`config.mk`:
```
export PLATFORM = sky130hd
export DESIGN_NAME = rc_osc_16m_monitor
export DESIGN_NICKNAME = d
export VERILOG_FILES = /design/src/rtl/rc_osc_mon_pkg.sv /design/src/rtl/rc_osc_edge_sync.sv /design/src/rtl/rc_osc_16m_monitor.sv
export SDC_FILE = /design/constraint.sdc
export NUM_CORES = 1
export LEC_CHECK = 0
export CAP_MARGIN = 20
export CORE_MARGIN = 2
export CORE_UTILIZATION = 50
export CTS_BUF_LIST = sky130_fd_sc_hd__clkbuf_16
export CTS_CLUSTER_DIAMETER = 80
export DETAILED_ROUTE_END_ITERATION = 6
export GPL_ROUTABILITY_DRIVEN = 0
export GPL_TIMING_DRIVEN = 1
export PLACE_DENSITY_LB_ADDON = 0.15
export SYNTH_ARGS = -nofsm -noshare
export SYNTH_HDL_FRONTEND = slang
export SYNTH_SLANG_ARGS = --single-unit
```
`constraint.sdc`:
```
create_clock -name clk -period 3.7 [get_ports clk]
set_input_delay 0.74 -clock clk [delete_from_list [all_inputs] [get_ports clk]]
set_output_delay 0.74 -clock clk [all_outputs]
set_load 0.01 [all_outputs]
```
`src/rtl/rc_osc_mon_pkg.sv`:
```
// Shared types and defaults for the 16 MHz RC oscillator monitor.
package rc_osc_mon_pkg;

  typedef enum logic [2:0] {
    IDLE    = 3'd0,
    START   = 3'd1,
    MEASURE = 3'd2,
    CHECK   = 3'd3,
    HOLD    = 3'd4,
    FAULT   = 3'd5
  } state_t;

  localparam int WIN_CYCLES_DEF     = 1000;
  localparam int CNT_W_DEF          = 16;
  localparam int TIMEOUT_CYCLES_DEF = 2048;

  // Inclusive range test; an inverted range (lo > hi) never matches.
  function automatic logic in_range(input logic [31:0] v,
                                    input logic [31:0] lo,
                                    input logic [31:0] hi);
    if ((v >= lo) && (v <= hi)) begin
      in_range = 1'b1;
    end else begin
      in_range = 1'b0;
    end
  endfunction

endpackage

```
`src/rtl/rc_osc_edge_sync.sv`:
```
// Brings the free-running oscillator output into the clk domain and
// flags its rising edges with a single-cycle pulse.
module rc_osc_edge_sync (
  input  logic clk,
  input  logic resetb,
  input  logic din,
  output logic rise
);

  logic sync1_r;
  logic sync2_r;
  logic sync3_r;

  // Two-flop synchronizer followed by a delay flop for edge detection.
  always_ff @(posedge clk or negedge resetb) begin
    if (!resetb) begin
      sync1_r <= 1'b0;
      sync2_r <= 1'b0;
      sync3_r <= 1'b0;
    end else begin
      sync1_r <= din;
      sync2_r <= sync1_r;
      sync3_r <= sync2_r;
    end
  end

  assign rise = sync2_r & ~sync3_r;

endmodule

```
`src/rtl/rc_osc_16m_monitor.sv`:
```
// Enables the RC oscillator, times its startup and qualifies its edge count
// over fixed clk windows, reporting ready / sticky fault.
module rc_osc_16m_monitor
  import rc_osc_mon_pkg::*;
#(
  parameter int WIN_CYCLES     = WIN_CYCLES_DEF,
  parameter int CNT_W          = CNT_W_DEF,
  parameter int TIMEOUT_CYCLES = TIMEOUT_CYCLES_DEF
) (
  input  logic             clk,
  input  logic             resetb,
  input  logic             en,
  input  logic             cont,
  input  logic [CNT_W-1:0] cnt_lo,
  input  logic [CNT_W-1:0] cnt_hi,
  input  logic             osc_dout,
  output logic             osc_ena,
  output logic             ready,
  output logic             fault,
  output logic [CNT_W-1:0] count,
  output logic             count_valid
);

  localparam int               TO_W     = $clog2(TIMEOUT_CYCLES + 1);
  localparam logic [CNT_W-1:0] CNT_ZERO = {CNT_W{1'b0}};
  localparam logic [CNT_W-1:0] CNT_ONE  = CNT_W'(1);
  localparam logic [CNT_W-1:0] CNT_MAX  = {CNT_W{1'b1}};
  localparam logic [CNT_W-1:0] WIN_LAST = CNT_W'(WIN_CYCLES - 1);
  localparam logic [TO_W-1:0]  TO_ZERO  = {TO_W{1'b0}};
  localparam logic [TO_W-1:0]  TO_ONE   = TO_W'(1);
  localparam logic [TO_W-1:0]  TO_LAST  = TO_W'(TIMEOUT_CYCLES - 1);

  state_t           state_r;
  state_t           state_s;
  logic             rise_s;
  logic             pass_s;
  logic [TO_W-1:0]  to_cnt_r;
  logic [CNT_W-1:0] win_cnt_r;
  logic [CNT_W-1:0] edge_cnt_r;
  logic             osc_ena_r;
  logic             ready_r;
  logic             fault_r;
  logic             count_valid_r;
  logic [CNT_W-1:0] count_r;
  logic             osc_ena_s;
  logic             ready_s;
  logic             fault_s;
  logic             count_valid_s;
  logic [CNT_W-1:0] count_s;

  rc_osc_edge_sync u_edge_sync (
    .clk    (clk),
    .resetb (resetb),
    .din    (osc_dout),
    .rise   (rise_s)
  );

  assign pass_s = in_range(32'(edge_cnt_r), 32'(cnt_lo), 32'(cnt_hi));

  // State register.
  always_ff @(posedge clk or negedge resetb) begin
    if (!resetb) begin
      state_r <= IDLE;
    end else begin
      state_r <= state_s;
    end
  end

  // Next-state logic; dropping en wins over every other transition.
  always_comb begin
    state_s = state_r;
    if ((state_r != IDLE) && !en) begin
      state_s = IDLE;
    end else begin
      case (state_r)
        IDLE: begin
          if (en) state_s = START;
          else    state_s = IDLE;
        end
        START: begin
          if (rise_s)                    state_s = MEASURE;
          else if (to_cnt_r == TO_LAST)  state_s = FAULT;
          else                           state_s = START;
        end
        MEASURE: begin
          if (win_cnt_r == WIN_LAST) state_s = CHECK;
          else                       state_s = MEASURE;
        end
        CHECK: begin
          if (!pass_s)   state_s = FAULT;
          else if (cont) state_s = MEASURE;
          else           state_s = HOLD;
        end
        HOLD:    state_s = HOLD;
        FAULT:   state_s = FAULT;
        default: state_s = IDLE;
      endcase
    end
  end

  // Output decode from the upcoming state, with the CHECK verdict overriding ready.
  always_comb begin
    osc_ena_s     = 1'b0;
    ready_s       = 1'b0;
    fault_s       = 1'b0;
    count_valid_s = 1'b0;
    count_s       = count_r;
    case (state_s)
      START, MEASURE, CHECK: begin
        osc_ena_s = 1'b1;
        ready_s   = ready_r;
      end
      HOLD: begin
        osc_ena_s = 1'b1;
        ready_s   = 1'b1;
      end
      FAULT: begin
        fault_s = 1'b1;
      end
      default: begin
        osc_ena_s = 1'b0;
      end
    endcase
    if ((state_r == CHECK) && (state_s != IDLE)) begin
      count_valid_s = 1'b1;
      count_s       = edge_cnt_r;
      ready_s       = pass_s;
    end else begin
      count_valid_s = 1'b0;
    end
  end

  // Output registers.
  always_ff @(posedge clk or negedge resetb) begin
    if (!resetb) begin
      osc_ena_r     <= 1'b0;
      ready_r       <= 1'b0;
      fault_r       <= 1'b0;
      count_valid_r <= 1'b0;
      count_r       <= CNT_ZERO;
    end else begin
      osc_ena_r     <= osc_ena_s;
      ready_r       <= ready_s;
      fault_r       <= fault_s;
      count_valid_r <= count_valid_s;
      count_r       <= count_s;
    end
  end

  // Timeout, window and edge counters; the CHECK-cycle edge seeds the next window.
  always_ff @(posedge clk or negedge resetb) begin
    if (!resetb) begin
      to_cnt_r   <= TO_ZERO;
      win_cnt_r  <= CNT_ZERO;
      edge_cnt_r <= CNT_ZERO;
    end else begin
      case (state_r)
        START: begin
          to_cnt_r   <= to_cnt_r + TO_ONE;
          win_cnt_r  <= CNT_ZERO;
          edge_cnt_r <= CNT_ZERO;
        end
        MEASURE: begin
          if (win_cnt_r == WIN_LAST) win_cnt_r <= CNT_ZERO;
          else                       win_cnt_r <= win_cnt_r + CNT_ONE;
          if (rise_s && (edge_cnt_r != CNT_MAX)) edge_cnt_r <= edge_cnt_r + CNT_ONE;
          else                                   edge_cnt_r <= edge_cnt_r;
        end
        CHECK: begin
          win_cnt_r <= CNT_ZERO;
          if (rise_s) edge_cnt_r <= CNT_ONE;
          else        edge_cnt_r <= CNT_ZERO;
        end
        HOLD, FAULT: begin
          to_cnt_r   <= to_cnt_r;
          win_cnt_r  <= win_cnt_r;
          edge_cnt_r <= edge_cnt_r;
        end
        default: begin
          to_cnt_r   <= TO_ZERO;
          win_cnt_r  <= CNT_ZERO;
          edge_cnt_r <= CNT_ZERO;
        end
      endcase
    end
  end

  assign osc_ena     = osc_ena_r;
  assign ready       = ready_r;
  assign fault       = fault_r;
  assign count       = count_r;
  assign count_valid = count_valid_r;

endmodule

```
==> metrics, run 1 <==
Pint 1.52 mW; H-Tree Depth 3; Seq/Total Area, Yosys 0.420; synthesis-to-finish area growth 23.4%; Final Slew Violations 0; crit path cell chain clkdlybuf4s50_1 -> inv_1 -> ha_1 -> a211oi_1 -> nor2_1 -> a211o_1 -> a311o_1 -> a41o_1 -> and2_1 -> a211oi_1; Max Clock Skew 4.87 ps; synthesized flop and latch total 70; crit path capture type flip-flop; Die X 95.3 um; Syn Nets 545; DRC viols 0; Pre-antenna DRT Iters 4; Max Clock Freq 0.341 GHz; first-pass GRT wire length 16,300 um; initial DRC count 181; most common cell type on the critical path a211oi_1; root buf cell clkbuf_16; vias in the first global route 3,459; total global routing overflow 0; Total GRT Usage 0.229; worst min path class flip-flop to flip-flop; Placed Cells 626; post-route minimum period 2940 ps; cell taking the most area after synthesis dfrtp_1; worst relative slew slack 0.548; antenna diode count 0; Clock power frac 0.503; hold buffers post-CTS 0; Inserted Clock Buffers 9; Post-Syn Area 0.00417 mm^2; CTS clock-pin slew for the worst setup and hold paths 60 ps; Non-Filler Instances 642; nets 604; Post-CTS Setup Inserts 0; Initial Util 0.513; final setup fails 0; CTS tree done; DR vias/cell 5.57; # resized after CTS 0; WP data arrival 3170 ps; CTS sink cnt 70; share of the synthesized area in the top cell type 0.420; commonest non-fill, non-tap cell in the layout nand2_1; crit path kind input pin to flip-flop; ratio of cells with drive above 1 in the final layout 0.0652; max cap viols 0; Leak 2.49 nW; CP max FO 3; VDD IR max 0.000248 V; combinational power share 0.089; WL final 9640 um; CTS Buffer Depth 2; Rows 33; WL/cell 15.0 um; Worst EP required 3930 ps; RSZ-0062 raised after global routing false; Final HPWL DP 6710 um; NetSw 0.435 mW; sequential group share of total power 0.408; antenna violations before repair 0; die area 0.00909 mm^2; Post-Syn Area per Cell 8.82 um^2; Detail Route Antenna Nets 0; Worst-Margin Slew 678 ps; Final Hold Fails 0; setup_tns 0 ps; Ys Warns 0; Area contributors post-synth dfrtp_1, ha_1, nand2_1, o21ai_0, inv_1; Vias 3,579; sw frac 0.223; Ports 57; Final Cycle Share 0.793; most frequent cells in the layout nand2_1, dfrtp_1, clkdlybuf4s50_1; pwr/cell area 379 mW/mm^2; Buffers on Ports 56; Die H 95.3 um; Clk Latency, worst-skew pair 330 ps; core area 0.00813 mm^2; startpoint types input pin; slowest CP cell clkdlybuf4s50_1; Yosys cell types 61; Cells after Synth 473; largest net degree at the start of global routing 32; CP max stage delay 460 ps; outcome complete, no violations
==> critical path, delay by kind of cell <==
family | cells | cell delay [ps]
buffers and inverters | 2 | 500
adder cells (fa/ha/maj) | 1 | 290
AND/OR/NAND/NOR | 2 | 260
AO/OA/AOI/OAI | 5 | 1370
==> cell type report <==
class | count | area (um^2)
Clock buffer | 9 | 225
Clock inverter | 7 | 113
Fill cell | 708 | 2990
Inverter | 39 | 146
Multi-Input combinational cell | 350 | 2180
Sequential cell | 70 | 1750
Tap cell | 105 | 131
Timing Repair Buffer | 62 | 601
==> through the flow <==
step / area, um^2 / utilization / total power [mW] / worst slack, ps / hold slack [ps]
floorplan: 4170 / - / 0.899 / 1130 / 331
global placement: 4810 / 0.591 / 0.977 / 575 / 332
detailed placement: 4810 / 0.591 / 0.982 / 509 / 338
CTS: 5140 / 0.633 / 1.96 / 772 / 351
global route: 5140 / 0.633 / 2.02 / 621 / 358
finish: 5140 / 0.633 / 1.95 / 764 / 352
==> Yosys cell counts (all sizes together) <==
master / n
nand2: 76
dfrtp: 70
o21ai: 50
inv: 39
nor2: 39
ha: 35
a21oi: 18
nand3: 18
nand4: 17
and3: 15
xor2: 9
clkbuf: 8
xnor2: 7
buf: 6
a21o: 5
a31oi: 5
and2: 5
nand2b: 5
nor2b: 5
or3: 4
nor3: 3
o31ai: 3
or4: 3
a211oi: 2
a22o: 2
a311oi: 2
a32oi: 2
and4: 2
or2: 2
a2111o: 1
a211o: 1
a21boi: 1
a221oi: 1
a22oi: 1
a311o: 1
a32o: 1
a41o: 1
and2b: 1
mux2: 1
nand3b: 1
nor4: 1
o2111ai: 1
o211a: 1
o211ai: 1
o41ai: 1
==> power groups by stage <==
stage	sequential [mW]	clock, mW	combinational, mW
after detailed placement	0.809	0	0.174
final	0.795	0.981	0.174
after CTS	0.795	0.989	0.176
after global placement	0.808	0	0.169
after floorplan	0.805	0	0.0942
after global routing	0.797	1.02	0.197
==> final timing paths <==
path | from | to | slack, ps | depth (start not counted)
setup reg to reg | edge_cnt_r[0]$_DFFE_PN0P_ | ready$_DFFE_PN0P_ | 1130 | 9
setup / recovery | cnt_lo[13] | ready$_DFFE_PN0P_ | 760 | 10
hold reg to reg | u_edge_sync.sync1_r$_DFF_PN0_ | u_edge_sync.sync2_r$_DFF_PN0_ | 350 | 0
hold / removal | u_edge_sync.sync1_r$_DFF_PN0_ | u_edge_sync.sync2_r$_DFF_PN0_ | 350 | 0
max in group asynchronous | resetb | win_cnt_r[2]$_DFFE_PN0N_ | 2180 | 3
min in group asynchronous | resetb | count[8]$_DFFE_PN0P_ | 450 | 1
==> state kept, by name, indices dropped and copies added, names as in the netlist, 3 cells and up <==
name / count
count: 16
state_r: 3
win_cnt_r: 16
edge_cnt_r: 16
to_cnt_r: 12
==> layer usage <==
layer | share of wire | vias to the layer above | GRT usage | wire length, um
li1 | - | 1765 | - | -
met5 | 0 | - | 0 | 0
met4 | 0.015 | 0 | 0.0749 | 146
met2 | 0.46 | 81 | 0.361 | 4480
met3 | 0.041 | 15 | 0.0332 | 396
met1 | 0.48 | 1718 | 0.326 | 4620
==> logic make-up (layout without fill, tap and decap cells) <==
logic type | count (synthesis) | count (layout) | share of synthesized area
flip-flops | 70 | 70 | 0.420
adder cells (fa/ha/maj) | 35 | 35 | 0.105
buffers and inverters | 53 | 117 | 0.0579
multiplexers | 1 | 1 | 0.00270
XOR/XNOR | 16 | 16 | 0.0336
AND/OR/NAND/NOR | 197 | 197 | 0.229
AO/OA/AOI/OAI | 101 | 101 | 0.152
No activity file was read; power rests on OpenSTA's default activity.
==> run 2: changes to the inputs <==
==> constraint.sdc (replaced) <==
create_clock -name clk -period 2.9 [get_ports clk]
set_input_delay 0.58 -clock clk [delete_from_list [all_inputs] [get_ports clk]]
set_output_delay 0.58 -clock clk [all_outputs]
set_load 0.01 [all_outputs]
==> run 2 against run 1 <==
Sequential share of layout area barely moved. Critical endpoint unchanged. Cell count rose by 0.31%. Via count rose by 0.14%. Clock skew barely moved. Clock-buffer cell count did not move. Global-route usage rose by 0.22 points. Register-to-register slack got worse by 730 ps. Worst hold slack got worse by 110 ps. Sequential cell count did not move. Routed wire length fell by 0.20%.
==> metrics, run 2 (synthesized netlist as in run 1, its figures left out) <==
# resized after CTS 0; sequential cell area 0.00175 mm^2; Placed Cells 628; most common cell type on the critical path a211oi_1; Multi-input gate area 0.00218 mm^2; crit path capture type flip-flop; Ports 57; CTS Buffer Depth 2; startpoint types input pin; antenna diode count 0; Worst EP required 3130 ps; Leak 2.49 nW; H-Tree Depth 3; CP max stage delay 460 ps; WL/cell 14.9 um; Clk Latency, worst-skew pair 330 ps; vias in the first global route 3,435; Max Clock Freq 0.367 GHz; worst min path class input pin to asynchronous set/reset pin; Inserted Clock Buffers 9; Die H 95.3 um; Worst-Margin Slew 586 ps; design area 0.00515 mm^2; total global routing overflow 0; Total GRT Usage 0.232; core area 0.00813 mm^2; outcome complete, no violations; placed cell areas 0.00483 mm^2; Initial Util 0.513; Setup WS pre-CTS -143 ps; Rows 33; synthesis-to-finish area growth 23.5%; worst relative slew slack 0.609; Final HPWL DP 6850 um; Final Cycle Share 0.939; crit path cell chain clkdlybuf4s50_1 -> inv_1 -> ha_1 -> a211oi_1 -> nor2_1 -> a211o_1 -> a311o_1 -> a41o_1 -> and2_1 -> a211oi_1; Buffers on Ports 56; Post-CTS Setup Inserts 0; slowest CP cell clkdlybuf4s50_1; Final Hold Fails 0; CTS sink cnt 70; crit path kind input pin to flip-flop; setup_tns 0 ps; Vias 3,584; pwr/cell area 466 mW/mm^2; fillers 723; root buf cell clkbuf_16; Die X 95.3 um; CP max FO 3; CTS tree done; max cap viols 0; final setup fails 0; WL final 9620 um; CTS clock-pin slew for the worst setup and hold paths 60 ps; antenna violations before repair 0; Non-Filler Instances 644; DRC viols 0; final worst slack 178 ps; Detail Route Antenna Nets 0; most frequent cells in the layout nand2_1, dfrtp_1, clkdlybuf4s50_1; RSZ-0062 raised after global routing false; die area 0.00909 mm^2; first-pass GRT wire length 16,400 um; Max Clock Skew 5.29 ps; nets 606; initial DRC count 119; Pre-antenna DRT Iters 4; Final Slew Violations 0; hold buffers post-CTS 0; DR vias/cell 5.57; commonest non-fill, non-tap cell in the layout nand2_1; VDD IR max 0.000332 V; ratio of cells with drive above 1 in the final layout 0.0705; post-route minimum period 2720 ps; WP data arrival 2960 ps; largest net degree at the start of global routing 41
-- run 2: cell count changes in the layout (fill, tap and decap cells not counted) --
cell,delta
buf_12,+1
buf_4,+1
bufinv_16,-1
clkinv_1,-1
clkinv_2,+2
-- run 2: power by group --
part / switching [mW] / internal, mW
Combinational: 0.119 / 0.107
Sequential: 0.0193 / 0.996
Clock: 0.409 / 0.746
-- run 2: worst paths after layout --
kind | startpoint | to | slack (ps) | depth (start not counted)
min reg2reg | u_edge_sync.sync1_r$_DFF_PN0_ | u_edge_sync.sync2_r$_DFF_PN0_ | 360 | 0
max reg2reg | edge_cnt_r[0]$_DFFE_PN0P_ | ready$_DFFE_PN0P_ | 400 | 9
max in group asynchronous | resetb | win_cnt_r[8]$_DFFE_PN0N_ | 2020 | 2
min in group clk | u_edge_sync.sync1_r$_DFF_PN0_ | u_edge_sync.sync2_r$_DFF_PN0_ | 360 | 0
max | cnt_lo[13] | ready$_DFFE_PN0P_ | 180 | 10
min | resetb | count[8]$_DFFE_PN0P_ | 250 | 1
-- run 2: critical path, delay by kind of cell --
kind            cells  cell delay (ps)
fa+ha+maj           1              300
simple gates        2              250
buf+inv             2              500
compound gates      5             1320
-- run 2: layer usage --
metal	up-vias	global-route usage	part of all wire
met3	11	0.0356	0.040
met2	71	0.364	0.46
li1	1776	-	-
met4	0	0.0676	0.012
met1	1726	0.332	0.49
met5	-	0	0
-- run 2: area by class of cell --
cell class | instances | area share
repair buffers | 64 | 0.122
multi-input cells | 350 | 0.423
well taps | 105 | 0.0255
flip-flops and latches | 70 | 0.340
clock buffers | 9 | 0.0437
clock inverters | 7 | 0.0173
inverters | 39 | 0.0284
-- run 2: through the flow --
step | hold slack, ps | util | power, mW
after floorplan | 284 | - | 1.15
after global placement | 334 | 0.594 | 1.25
after detailed placement | 345 | 0.594 | 1.26
after CTS | 266 | 0.633 | 2.41
after global routing | 295 | 0.633 | 2.48
final | 247 | 0.633 | 2.40
==> run 3: changes to the inputs <==
--- a/config.mk
+++ b/config.mk
@@ -8,7 +8,6 @@
 export CAP_MARGIN = 20
 export CORE_MARGIN = 2
 export CORE_UTILIZATION = 50
-export CTS_BUF_LIST = sky130_fd_sc_hd__clkbuf_16
 export CTS_CLUSTER_DIAMETER = 80
 export DETAILED_ROUTE_END_ITERATION = 6
 export GPL_ROUTABILITY_DRIVEN = 0
==> run 3 against run 2 <==
First-iteration DRC count increased by 16%. Clock power is 23% lower. Highest routed layer unchanged. Setup slack better by 40 ps. Global-route usage about the same. Total power is 12% lower.
==> metrics, run 3 (synthesized netlist as in run 1, its figures left out) <==
antenna violations before repair 0; outcome complete, no violations; Initial Util 0.513; pwr/cell area 419 mW/mm^2; WL final 9570 um; Hold WS 209 ps; Total GRT Usage 0.231; antenna diode count 0; total global routing overflow 0; VDD IR max 0.000216 V; crit path kind input pin to flip-flop; core area 0.00813 mm^2; Max Clock Freq 0.373 GHz; startpoint types input pin; final setup fails 0; Final Cycle Share 0.925; Pint 1.61 mW; CTS Buffer Depth 2; first-pass GRT wire length 16,200 um; max cap viols 0; Max Clock Skew 9.09 ps; CTS clock-pin slew for the worst setup and hold paths 80 ps; commonest non-fill, non-tap cell in the layout nand2_1; largest net degree at the start of global routing 41; combinational power share 0.107; hold buffers post-CTS 0; vias in the first global route 3,455; synthesis-to-finish area growth 21.3%; # resized after CTS 0; most frequent cells in the layout nand2_1, dfrtp_1, clkdlybuf4s50_1; Ports 57; Clk Latency, worst-skew pair 350 ps; die area 0.00909 mm^2; Final Slew Violations 0; DR vias/cell 5.58; Die X 95.3 um; Non-Filler Instances 644; Inserted Clock Buffers 9; sequential cell area 0.00175 mm^2; Rows 33; Post-Route Utilization 0.622; sw frac 0.242; WP data arrival 2940 ps; DRC viols 0; RSZ-0062 raised after global routing false; Buffers on Ports 56; crit path capture type flip-flop; ratio of cells with drive above 1 in the final layout 0.0724; sequential group share of total power 0.478; NetSw 0.514 mW; initial DRC count 138; Multi-input gate area 0.00218 mm^2; post-route minimum period 2680 ps; WL/cell 14.9 um; Worst EP required 3160 ps; root buf cell clkbuf_8; Placed Cells 628; Final Hold Fails 0; Die H 95.3 um; CP max FO 3; Post-CTS Setup Inserts 0; worst relative slew slack 0.620; CTS tree done; worst min path class input pin to asynchronous set/reset pin; Worst-Margin Slew 569 ps; CTS sink cnt 70; Leak 2.45 nW; Pre-antenna DRT Iters 4; Final HPWL DP 6850 um; Detail Route Antenna Nets 0; Vias 3,592; H-Tree Depth 3; nets 606; fillers 734; Clock power frac 0.415
## run 3: final timing paths
path,start,end,slack (ps),depth (start not counted)
min,resetb,count[8]$_DFFE_PN0P_,210,1
min in group clk,u_edge_sync.sync1_r$_DFF_PN0_,u_edge_sync.sync2_r$_DFF_PN0_,370,0
min reg2reg,u_edge_sync.sync1_r$_DFF_PN0_,u_edge_sync.sync2_r$_DFF_PN0_,370,0
max reg2reg,edge_cnt_r[0]$_DFFE_PN0P_,ready$_DFFE_PN0P_,410,9
max,cnt_lo[13],ready$_DFFE_PN0P_,220,10
max in group asynchronous,resetb,edge_cnt_r[6]$_DFFE_PN0P_,2070,2
## run 3: layout make-up
class	instances	share of cell area
Multi-Input combinational cell	350	0.430
Sequential cell	70	0.346
Timing Repair Buffer	64	0.124
Inverter	39	0.0289
Clock buffer	10	0.0272
Tap cell	105	0.0260
Clock inverter	6	0.0168
## run 3: stage by stage
stage                     worst slack (ps)  cell area [um^2]  power [mW]  TNS (ps)
after detailed placement              -143              4830        1.26      -229
after floorplan                        488              4170        1.15         0
after global placement               -66.8              4830        1.25     -92.7
final                                  218              5060        2.12         0
after CTS                              215              5060        2.13         0
after global routing                  95.6              5060        2.20         0
## run 3: power by group through the flow
| stage | Clock [mW] | Combinational [mW] | Sequential [mW] |
|---|---|---|---|
| after floorplan | 0 | 0.120 | 1.03 |
| after global placement | 0 | 0.220 | 1.03 |
| after detailed placement | 0 | 0.227 | 1.03 |
| after CTS | 0.892 | 0.229 | 1.01 |
| after global routing | 0.930 | 0.254 | 1.02 |
| final | 0.880 | 0.227 | 1.01 |
## run 3: critical path: stages
cell	delay (ps)
clkdlybuf4s50_1	460
inv_1	40
ha_1	300
a211oi_1	240
nor2_1	80
a211o_1	270
a311o_1	350
a41o_1	220
and2_1	170
a211oi_1	230
## run 3: metal layers
layer  part of all wire  vias up  global-route usage
met3              0.042        6              0.0379
met2               0.46       68               0.362
li1                   -     1779                   -
met4             0.0089        0              0.0809
met1               0.49     1739               0.326
met5                  0        -                   0
